**src/rtl/regfile_pkg.sv**
```systemverilog
// Shared definitions for the multiport register file: sequencer state encoding
// and the default geometry used by the CPU top.
package regfile_pkg;

  typedef enum logic {
    SEQ_IDLE = 1'b0,
    SEQ_INIT = 1'b1
  } seq_state_e;

  localparam int DEFAULT_DATA_WIDTH = 32;
  localparam int DEFAULT_NUM_REGS   = 16;

endpackage : regfile_pkg

```
**src/rtl/regfile_init_seq.sv**
```systemverilog
// Init/flush sequencer: walks every register address once, emitting a zero
// write per cycle, after reset and on each flush request seen while idle.
module regfile_init_seq
  import regfile_pkg::*;
#(
  parameter int NUM_REGS = DEFAULT_NUM_REGS,
  localparam int ADDR_WIDTH = $clog2(NUM_REGS)
) (
  input  logic                  clk,
  input  logic                  reset,
  input  logic                  flush,
  output logic                  busy,
  output logic                  seq_we,
  output logic [ADDR_WIDTH-1:0] seq_addr
);

  localparam logic [ADDR_WIDTH-1:0] LAST_ADDR = ADDR_WIDTH'(NUM_REGS - 1);
  localparam logic [ADDR_WIDTH-1:0] ZERO_ADDR = {ADDR_WIDTH{1'b0}};

  seq_state_e state;

  // State, address counter and busy flag; busy mirrors SEQ_INIT as a register.
  always_ff @(posedge clk) begin
    if (reset) begin
      state    <= SEQ_INIT;
      seq_addr <= ZERO_ADDR;
      busy     <= 1'b1;
    end else begin
      case (state)
        SEQ_INIT: begin
          if (seq_addr == LAST_ADDR) begin
            state    <= SEQ_IDLE;
            seq_addr <= ZERO_ADDR;
            busy     <= 1'b0;
          end else begin
            seq_addr <= seq_addr + {{(ADDR_WIDTH-1){1'b0}}, 1'b1};
          end
        end
        SEQ_IDLE: begin
          if (flush) begin
            state    <= SEQ_INIT;
            seq_addr <= ZERO_ADDR;
            busy     <= 1'b1;
          end
        end
        default: begin
          state    <= SEQ_INIT;
          seq_addr <= ZERO_ADDR;
          busy     <= 1'b1;
        end
      endcase
    end
  end

  assign seq_we = busy;

endmodule : regfile_init_seq

```
**src/rtl/regfile_multiport.sv**
```systemverilog
// Multiport register file: NUM_RD_PORTS registered read ports, one write port,
// reset-free RAM copies zeroed by a hardware sequencer. Optional debug read
// port enabled by defining REGFILE_DEBUG_EN.
module regfile_multiport
  import regfile_pkg::*;
#(
  parameter int DATA_WIDTH   = DEFAULT_DATA_WIDTH,
  parameter int NUM_REGS     = DEFAULT_NUM_REGS,
  parameter int NUM_RD_PORTS = 2,
  localparam int ADDR_WIDTH  = $clog2(NUM_REGS),
  parameter int ZERO_REG     = 1
) (
  input  logic                               clk,
  input  logic                               reset,
  input  logic [NUM_RD_PORTS*ADDR_WIDTH-1:0] rd_addr,
  output logic [NUM_RD_PORTS*DATA_WIDTH-1:0] rd_data,
  input  logic                               hold,
  input  logic                               clear,
  input  logic                               wr_en,
  input  logic [ADDR_WIDTH-1:0]              wr_addr,
  input  logic [DATA_WIDTH-1:0]              wr_data,
  input  logic                               flush,
`ifdef REGFILE_DEBUG_EN
  input  logic [ADDR_WIDTH-1:0]              dbg_addr,
  output logic [DATA_WIDTH-1:0]              dbg_data,
`endif
  output logic                               busy
);

  localparam logic [ADDR_WIDTH-1:0] ZERO_ADDR = {ADDR_WIDTH{1'b0}};
  localparam logic [DATA_WIDTH-1:0] ZERO_DATA = {DATA_WIDTH{1'b0}};
  localparam logic                  HAS_ZERO  = (ZERO_REG != 0);

  logic                  seq_we;
  logic [ADDR_WIDTH-1:0] seq_addr;
  logic                  arr_we;
  logic [ADDR_WIDTH-1:0] arr_addr;
  logic [DATA_WIDTH-1:0] arr_data;
  logic [DATA_WIDTH-1:0] rd_q [NUM_RD_PORTS];

  regfile_init_seq #(
    .NUM_REGS (NUM_REGS)
  ) u_init_seq (
    .clk      (clk),
    .reset    (reset),
    .flush    (flush),
    .busy     (busy),
    .seq_we   (seq_we),
    .seq_addr (seq_addr)
  );

  // Array write port: the sequencer owns it while busy, WB otherwise.
  always_comb begin
    arr_we   = 1'b0;
    arr_addr = ZERO_ADDR;
    arr_data = ZERO_DATA;
    if (busy) begin
      arr_we   = seq_we;
      arr_addr = seq_addr;
    end else begin
      arr_we   = wr_en && !(HAS_ZERO && (wr_addr == ZERO_ADDR));
      arr_addr = wr_addr;
      arr_data = wr_data;
    end
  end

  for (genvar p = 0; p < NUM_RD_PORTS; p++) begin : g_rd
    logic [DATA_WIDTH-1:0] mem [NUM_REGS];
    logic [ADDR_WIDTH-1:0] addr;

    assign addr = rd_addr[p*ADDR_WIDTH +: ADDR_WIDTH];

    // One RAM copy per read port, all fed by the shared write port.
    always_ff @(posedge clk) begin
      if (arr_we) begin
        mem[arr_addr] <= arr_data;
      end
    end

    // Registered read; a same-cycle WB write to the read address bypasses the array.
    always_ff @(posedge clk) begin
      if (reset || busy) begin
        rd_q[p] <= ZERO_DATA;
      end else if (clear) begin
        rd_q[p] <= ZERO_DATA;
      end else if (hold) begin
        rd_q[p] <= rd_q[p];
      end else if (HAS_ZERO && (addr == ZERO_ADDR)) begin
        rd_q[p] <= ZERO_DATA;
      end else if (wr_en && (wr_addr == addr)) begin
        rd_q[p] <= wr_data;
      end else begin
        rd_q[p] <= mem[addr];
      end
    end
  end

  // Pack per-port registers onto the flat output bus.
  always_comb begin
    rd_data = {(NUM_RD_PORTS*DATA_WIDTH){1'b0}};
    for (int p = 0; p < NUM_RD_PORTS; p++) begin
      rd_data[p*DATA_WIDTH +: DATA_WIDTH] = rd_q[p];
    end
  end

`ifdef REGFILE_DEBUG_EN
  logic [DATA_WIDTH-1:0] dbg_mem [NUM_REGS];

  // Debug copy sees raw array contents, independent of read-port controls.
  always_ff @(posedge clk) begin
    if (arr_we) begin
      dbg_mem[arr_addr] <= arr_data;
    end
  end

  // Debug read register.
  always_ff @(posedge clk) begin
    if (reset) begin
      dbg_data <= ZERO_DATA;
    end else begin
      dbg_data <= dbg_mem[dbg_addr];
    end
  end
`endif

endmodule : regfile_multiport
```
**config.mk**
```make
export PLATFORM = sky130hd
export DESIGN_NAME = regfile_multiport
export DESIGN_NICKNAME = d
export VERILOG_FILES = /design/src/rtl/regfile_pkg.sv /design/src/rtl/regfile_init_seq.sv /design/src/rtl/regfile_multiport.sv
export SDC_FILE = /design/constraint.sdc
export NUM_CORES = 1
export LEC_CHECK = 0
export CAP_MARGIN = 20
export CORE_UTILIZATION = 60
export DETAILED_ROUTE_END_ITERATION = 16
export GPL_TIMING_DRIVEN = 0
export PLACE_DENSITY_LB_ADDON = 0.12
export SLEW_MARGIN = 10
export SYNTH_ARGS = -nofsm -noshare
export SYNTH_HDL_FRONTEND = slang
export SYNTH_SLANG_ARGS = --single-unit
```
**constraint.sdc**
```tcl
create_clock -name clk -period 3.4 [get_ports clk]
set_input_delay 0.68 -clock clk [delete_from_list [all_inputs] [get_ports clk]]
set_output_delay 0.68 -clock clk [all_outputs]
set_load 0.1 [all_outputs]
```
After elaboration in Yosys (flattened, before gate mapping)
Memories as Yosys holds them, arrays and structs flattened.
Cells that the tools add are included.
{ "classes": {"order_cmp": 0, "n_div": 0, "n_eq_ne": 5, "n_bitwise": 11, "shifts": 0, "reduce_logical": 9, "n_mul": 0, "addsub": 1, "n_mux": 67} }
{ "op_table": {"columns": ["cell", "n"], "rows": [
  ["32-bit two-way mux", 11],
  ["1-bit two-way mux", 50],
  ["4-bit zero test", 3],
  ["4-bit two-way mux", 3],
  ["1-bit bitwise OR", 10],
  ["4-bit equality test", 2],
  ["4-bit case mux with 2 select lines", 1],
  ["4-bit by 1-bit adder with 4-bit output, second input constant", 1],
  ["4-bit equality test, second input constant", 1],
  ["2-bit inequality test, second input constant", 2],
  ["1-bit case mux with 2 select lines", 2],
  ["1-bit logical AND", 3],
  ["2-bit AND reduction", 1],
  ["1-bit zero test", 1],
  ["1-bit logical OR", 1],
  ["1-bit inverter", 1]
]} }
{ "totals": {"word_cells": 99, "input_bits": 50, "mem_count": 3, "latchBits": 0, "mem_bits_ro": 0, "ram_bits": 1088, "regBits": 6} }
{ "mem_list": {"columns": ["memory", "depth", "word_bits", "rd", "rd_clocked_by_memory_dff", "write_ports", "line_no", "rtl"], "rows": [
  ["g_rd[0].mem", 16, 32, 1, 0, 1, "regfile_multiport.sv:68", "logic [DATA_WIDTH-1:0] mem [NUM_REGS];"],
  ["g_rd[1].mem", 16, 32, 1, 0, 1, "regfile_multiport.sv:68", null],
  ["rd_q", 2, 32, 2, 0, 2, "regfile_multiport.sv:39", "logic [DATA_WIDTH-1:0] rd_q [NUM_RD_PORTS];"]
]} }

Depth between registers and ports, before layout
{ "logic_depth": {"word_depth": 10, "ltp_mapped": 8, "mapped_depth_nobuf": 5} }

Hierarchy
From an unflattened synthesis, not the netlist that was laid out.
{ "unflattened": {"hier_cells": 1324, "hier_area_um2": 26982.1} }
{ "modules_own_cells": {"columns": ["module", "cells_per_inst", "area_each_um2", "instances"], "rows": [
  ["regfile_multiport", 1291, 26670.6, 1],
  ["regfile_init_seq", 33, 311.5, 1]
]} }

Least setup slack after synthesis
Ideal clock, no wire load.
{ "synth_timing": {"path_kind": "reg-to-reg", "start": "register u_init_seq.busy", "end": "memory g_rd[1].mem[12][0] (netlist bit) (enable)", "slack_ps": 17, "arrival_ps": 2962, "setup_ps": 421, "path_buffers": 1, "path_stages_with_launch": 5, "path_cell_list": "dfxtp_1 clkbuf_1 and3_1 a31oi_1 nor2_1"} }
{ "synth_between": {"elab_chain_len": 3, "elab_cells_between_ends": 4, "cone_classes": "4 x mux"} }
{ "synth_rtl": {"columns": ["item", "line_no", "rtl"], "rows": [
  ["start: declaration", "regfile_init_seq.sv:12", "output logic busy,"],
  ["start signal: assignment", "regfile_init_seq.sv:27", "busy <= 1'b1;"],
  ["start signal: assignment", "regfile_init_seq.sv:34", "busy <= 1'b0;"],
  ["start signal: assignment", "regfile_init_seq.sv:43", "busy <= 1'b1;"],
  ["1-bit two-way mux", "regfile_multiport.sv:57", "if (busy) begin"],
  ["1-bit two-way mux", "regfile_multiport.sv:75", "if (arr_we) begin"],
  ["1-bit two-way mux (not written as such)", "regfile_multiport.sv:76", "mem[arr_addr] <= arr_data;"],
  ["end: declaration", "regfile_multiport.sv:68", null]
]} }
Several ways; a longest one is shown, not always the timed one.

==> out/qor.txt <==
RUN STATUS
---------------------------------------------------------------------------------------
Status                                                                     finished clean

DRT
---------------------------------------------------------------------------------------
Post-detailed-route via-to-cell ratio                                              7.11
Total via count after detailed routing                                            15302
Routed wire length                                                              72.8 mm
M1 wire length                                                                  26.7 mm
Amount of wire on met3 after detailed routing                                   7.98 mm
Average routed wire per standard cell                                           33.8 µm
Number of routed nets with antenna violations                                         0
Pre-Repair DR Iteration Count                                                         5
Highest metal layer with signal wires                                              met4
Number of violations reported at the end of detailed-routing iteration 0           1833
Total DRC errors in the routed layout                                                 0
Met2 routed WL                                                                  35.0 mm

GLOBAL ROUTING
---------------------------------------------------------------------------------------
Antenna violations before repair                                                      1
GRT Residual Overflow                                                                 0
Via count of the first global-routing pass                                        15628
Largest net degree at the start of global routing                                    23
Overall routing resource usage                                                    33.3%
Global-route wire length before repair                                           105 mm

SYNTHESIS
---------------------------------------------------------------------------------------
Synth async-reset ratio                                                              0%
Share of the synthesized area in the top cell type                                64.4%
Share of the yosys chip area belonging to registers                               64.9%
Post-synthesis cell type with the largest combined area                    sky130_fd_sc_hd__edfxtp_1
Most instantiated flip-flop cell in the synthesis netlist                  sky130_fd_sc_hd__edfxtp_1
Gate count of the mapped netlist                                                   1318
Distinct cell type count after synthesis                                             42
Post-synth design cell area                                                   26900 µm²
Fraction of the mapped netlist area in simple logic gates                         2.05%
Most repeated cell in the gate-level netlist after synthesis               sky130_fd_sc_hd__edfxtp_1
Mux cell area share after synthesis                                               25.5%
Post-Synth XOR/XNOR Area                                                         0.261%
Net count of the mapped netlist                                                    1369
Count of flip-flops with a built-in enable after synthesis                          576
Synthesis warning total                                                               0
Synth Area per Inst                                                            20.4 µm²
Synth area leaders                                                         sky130_fd_sc_hd__edfxtp_1 64%, sky130_fd_sc_hd__mux4_2 19%, sky130_fd_sc_hd__mux2i_1 3.6%
Flop and latch count out of synthesis                                               582
Adder-cell share of the synthesized area                                        0.0466%
Commonest cells post-synth                                                 576 x sky130_fd_sc_hd__edfxtp_1, 222 x sky130_fd_sc_hd__mux4_2, 96 x sky130_fd_sc_hd__mux2i_1
Combinational family with the most area after synthesis                    multiplexers
Fraction of the mapped netlist area in compound gates                             4.54%

WORST HOLD PATH
---------------------------------------------------------------------------------------
Beginning of the worst hold path                                           u_init_seq.seq_addr[0]
Class of the most critical hold timing path                                  reg -> reg

CLOCK NETWORK
---------------------------------------------------------------------------------------
Maximum clock insertion buffer count                                                  3
TritonCTS buffer count                                                               59
CTS Root Cell                                                              sky130_fd_sc_hd__clkbuf_16
Register clock-pin slew on the reported worst setup and hold paths              0.06 ns
Total number of H-tree levels                                                         2
Skew-Pair Late Insertion Delay                                                  0.62 ns
Number of hold buffers added after CTS                                                0
Total clock sinks                                                                   582
Post-CTS setup repair buffer count                                                    0
CTS tree                                                                          built
Resize count post-CTS                                                                 0

SETUP PATH
---------------------------------------------------------------------------------------
Logic depth of the worst register-to-register path                                    5
Data arrival time of the critical path                                          3.72 ns
Category of the worst setup path launch point                                 input pin
Max FO, Critical Path                                                                11
Setup crit end kind                                                           flip-flop
Category of the critical setup timing path                                    in -> reg
Endpoint of the worst-slack reg-to-reg timing path                         g_rd[1].mem[0][17]
First element of the critical path                                                reset
Worst reg2reg startpoint                                                   u_init_seq.busy
R2R Setup Slk                                                                   0.29 ns
Endpoint of the most critical setup path                                    rd_q[0][13]
Worst path required time                                                        3.87 ns

DIE
---------------------------------------------------------------------------------------
Core outline area                                                             44200 µm²
Floorplan die area                                                            45600 µm²
Row count                                                                            77
Number of placed I/O pins                                                           115
Effective utilization at floorplan                                                60.7%
Die H                                                                            214 µm
Die boundary width                                                               214 µm

JOB
---------------------------------------------------------------------------------------
Max-capacitance violation count                                                       0

POWER
---------------------------------------------------------------------------------------
Largest vdd supply drop                                                          508 µV
Static power due to leakage                                                   0.0106 µW
PwrDens                                                                      507 nW/µm²

CELLS AND AREA
---------------------------------------------------------------------------------------
Final net count                                                                    1561
Final cell count without fillers                                                   2152
Fraction of layout instances using a drive strength above 1                       26.1%
Fill cell total of the finished layout                                             2641
Relative area change from synthesis to final layout                               16.1%

PLACEMENT
---------------------------------------------------------------------------------------
Last weighted congestion value of the routability-driven placer                   0.827
Pre-CTS WS                                                                    -0.262 ns
Final HPWL DP                                                                   47.0 mm
Port Buf Inserts                                                                    109
Count of placed standard cells including taps                                      2038

STA
---------------------------------------------------------------------------------------
Final critical path time including I/O delays and setup                         3.26 ns
Unrepaired setup endpoints after global routing                                   false
Final clock period utilization by the worst path                                  95.8%
Slew of the pin with the lowest slew margin                                     1.16 ns
Setup violators final                                                                 0
Relative slew slack                                                               22.5%
Final worst clock skew                                                        0.0210 ns
Final hold violation count                                                            0
Worst hold slack across all endpoints                                          0.574 ns
Max-slew violation count                                                              0
Achievable clock frequency                                                    0.307 GHz
Minimum setup slack in the final design                                        0.144 ns

==> critical path, cell delays in order <==
cell	delay [ns]
sky130_fd_sc_hd__clkdlybuf4s50_1	0.58
sky130_fd_sc_hd__nor4_2	0.42
sky130_fd_sc_hd__o41ai_1	0.19
sky130_fd_sc_hd__a31oi_1	0.63
sky130_fd_sc_hd__clkbuf_1	0.90
sky130_fd_sc_hd__a22o_1	0.29
==> registers in the layout, summed over array words and instances (netlist names) <==
name,cells
g_rd.mem,512
rd_q,64
u_init_seq.seq_addr,4
u_init_seq.busy,1
u_init_seq.state,1
==> worst min path at each step <==
stage	to	depth (start not counted)
CTS	u_init_seq.seq_addr[0]	2
global route	u_init_seq.seq_addr[0]	2
finish	u_init_seq.seq_addr[0]	2
floorplan	u_init_seq.seq_addr[3]	2
detailed placement	u_init_seq.seq_addr[3]	2
global placement	u_init_seq.seq_addr[3]	2
==> report_power, final <==
group / switching (µW) / total [µW] / internal, µW
clock: 2720 / 6560 / 3840
sequential: 60.4 / 7990 / 7930
combinational: 676 / 1270 / 591
==> metal layers <==
layer  GRT usage [%]  up-vias
li1                -     6123
met1            44.8     7905
met2            53.0     1050
met3            7.98      224
met4            13.6        0
met5               0        -
==> through the flow <==
step	setup TNS (ns)	utilization [%]	cell area, µm²	total power [µW]
final	0	70.5	31200	15800
after global routing	0	70.5	31200	16100
after CTS	0	70.5	31200	15800
after detailed placement	-5.31	66.1	29200	9390
after global placement	-971.34	64.9	28700	9340
after floorplan	0	-	26900	8940
==> cells by family (layout without fill, tap and decap cells) <==
kind of cell             count (synthesis)  in the layout
AO/OA/AOI/OAI                          153            153
XOR/XNOR                                 8              8
adder cells (fa/ha/maj)                  1              1
AND/OR/NAND/NOR                        112            112
multiplexers                           352            352
other                                    0              2
flip-flops                             582            582
buffers and inverters                  110            350
==> layout make-up <==
type	count	area (µm²)	area share, %
well taps	592	741	2.38
diodes	2	5.00	0.0160
clock inverters	40	379	1.22
repair buffers	131	1520	4.89
multi-input cells	626	8830	28.3
clock buffers	69	1560	4.99
inverters	6	22.5	0.0722
flip-flops and latches	582	17400	55.9
plain buffers	104	708	2.27
==> cells in the final DEF, fill, tap and decap left out, types with 13 or more instances in the layout <==
cell,n
sky130_fd_sc_hd__edfxtp_1,576
sky130_fd_sc_hd__mux4_2,222
sky130_fd_sc_hd__clkdlybuf4s50_1,109
sky130_fd_sc_hd__mux2i_1,96
sky130_fd_sc_hd__a22oi_1,64
sky130_fd_sc_hd__a22o_1,64
sky130_fd_sc_hd__clkbuf_16,61
sky130_fd_sc_hd__clkbuf_1,48
sky130_fd_sc_hd__nand2_1,36
sky130_fd_sc_hd__nor2b_1,35
sky130_fd_sc_hd__mux4_1,34
sky130_fd_sc_hd__buf_2,30
sky130_fd_sc_hd__buf_12,26
sky130_fd_sc_hd__clkinv_1,21
sky130_fd_sc_hd__nor2_4,16
sky130_fd_sc_hd__buf_4,13
No activity file was read; power rests on OpenSTA's default activity.
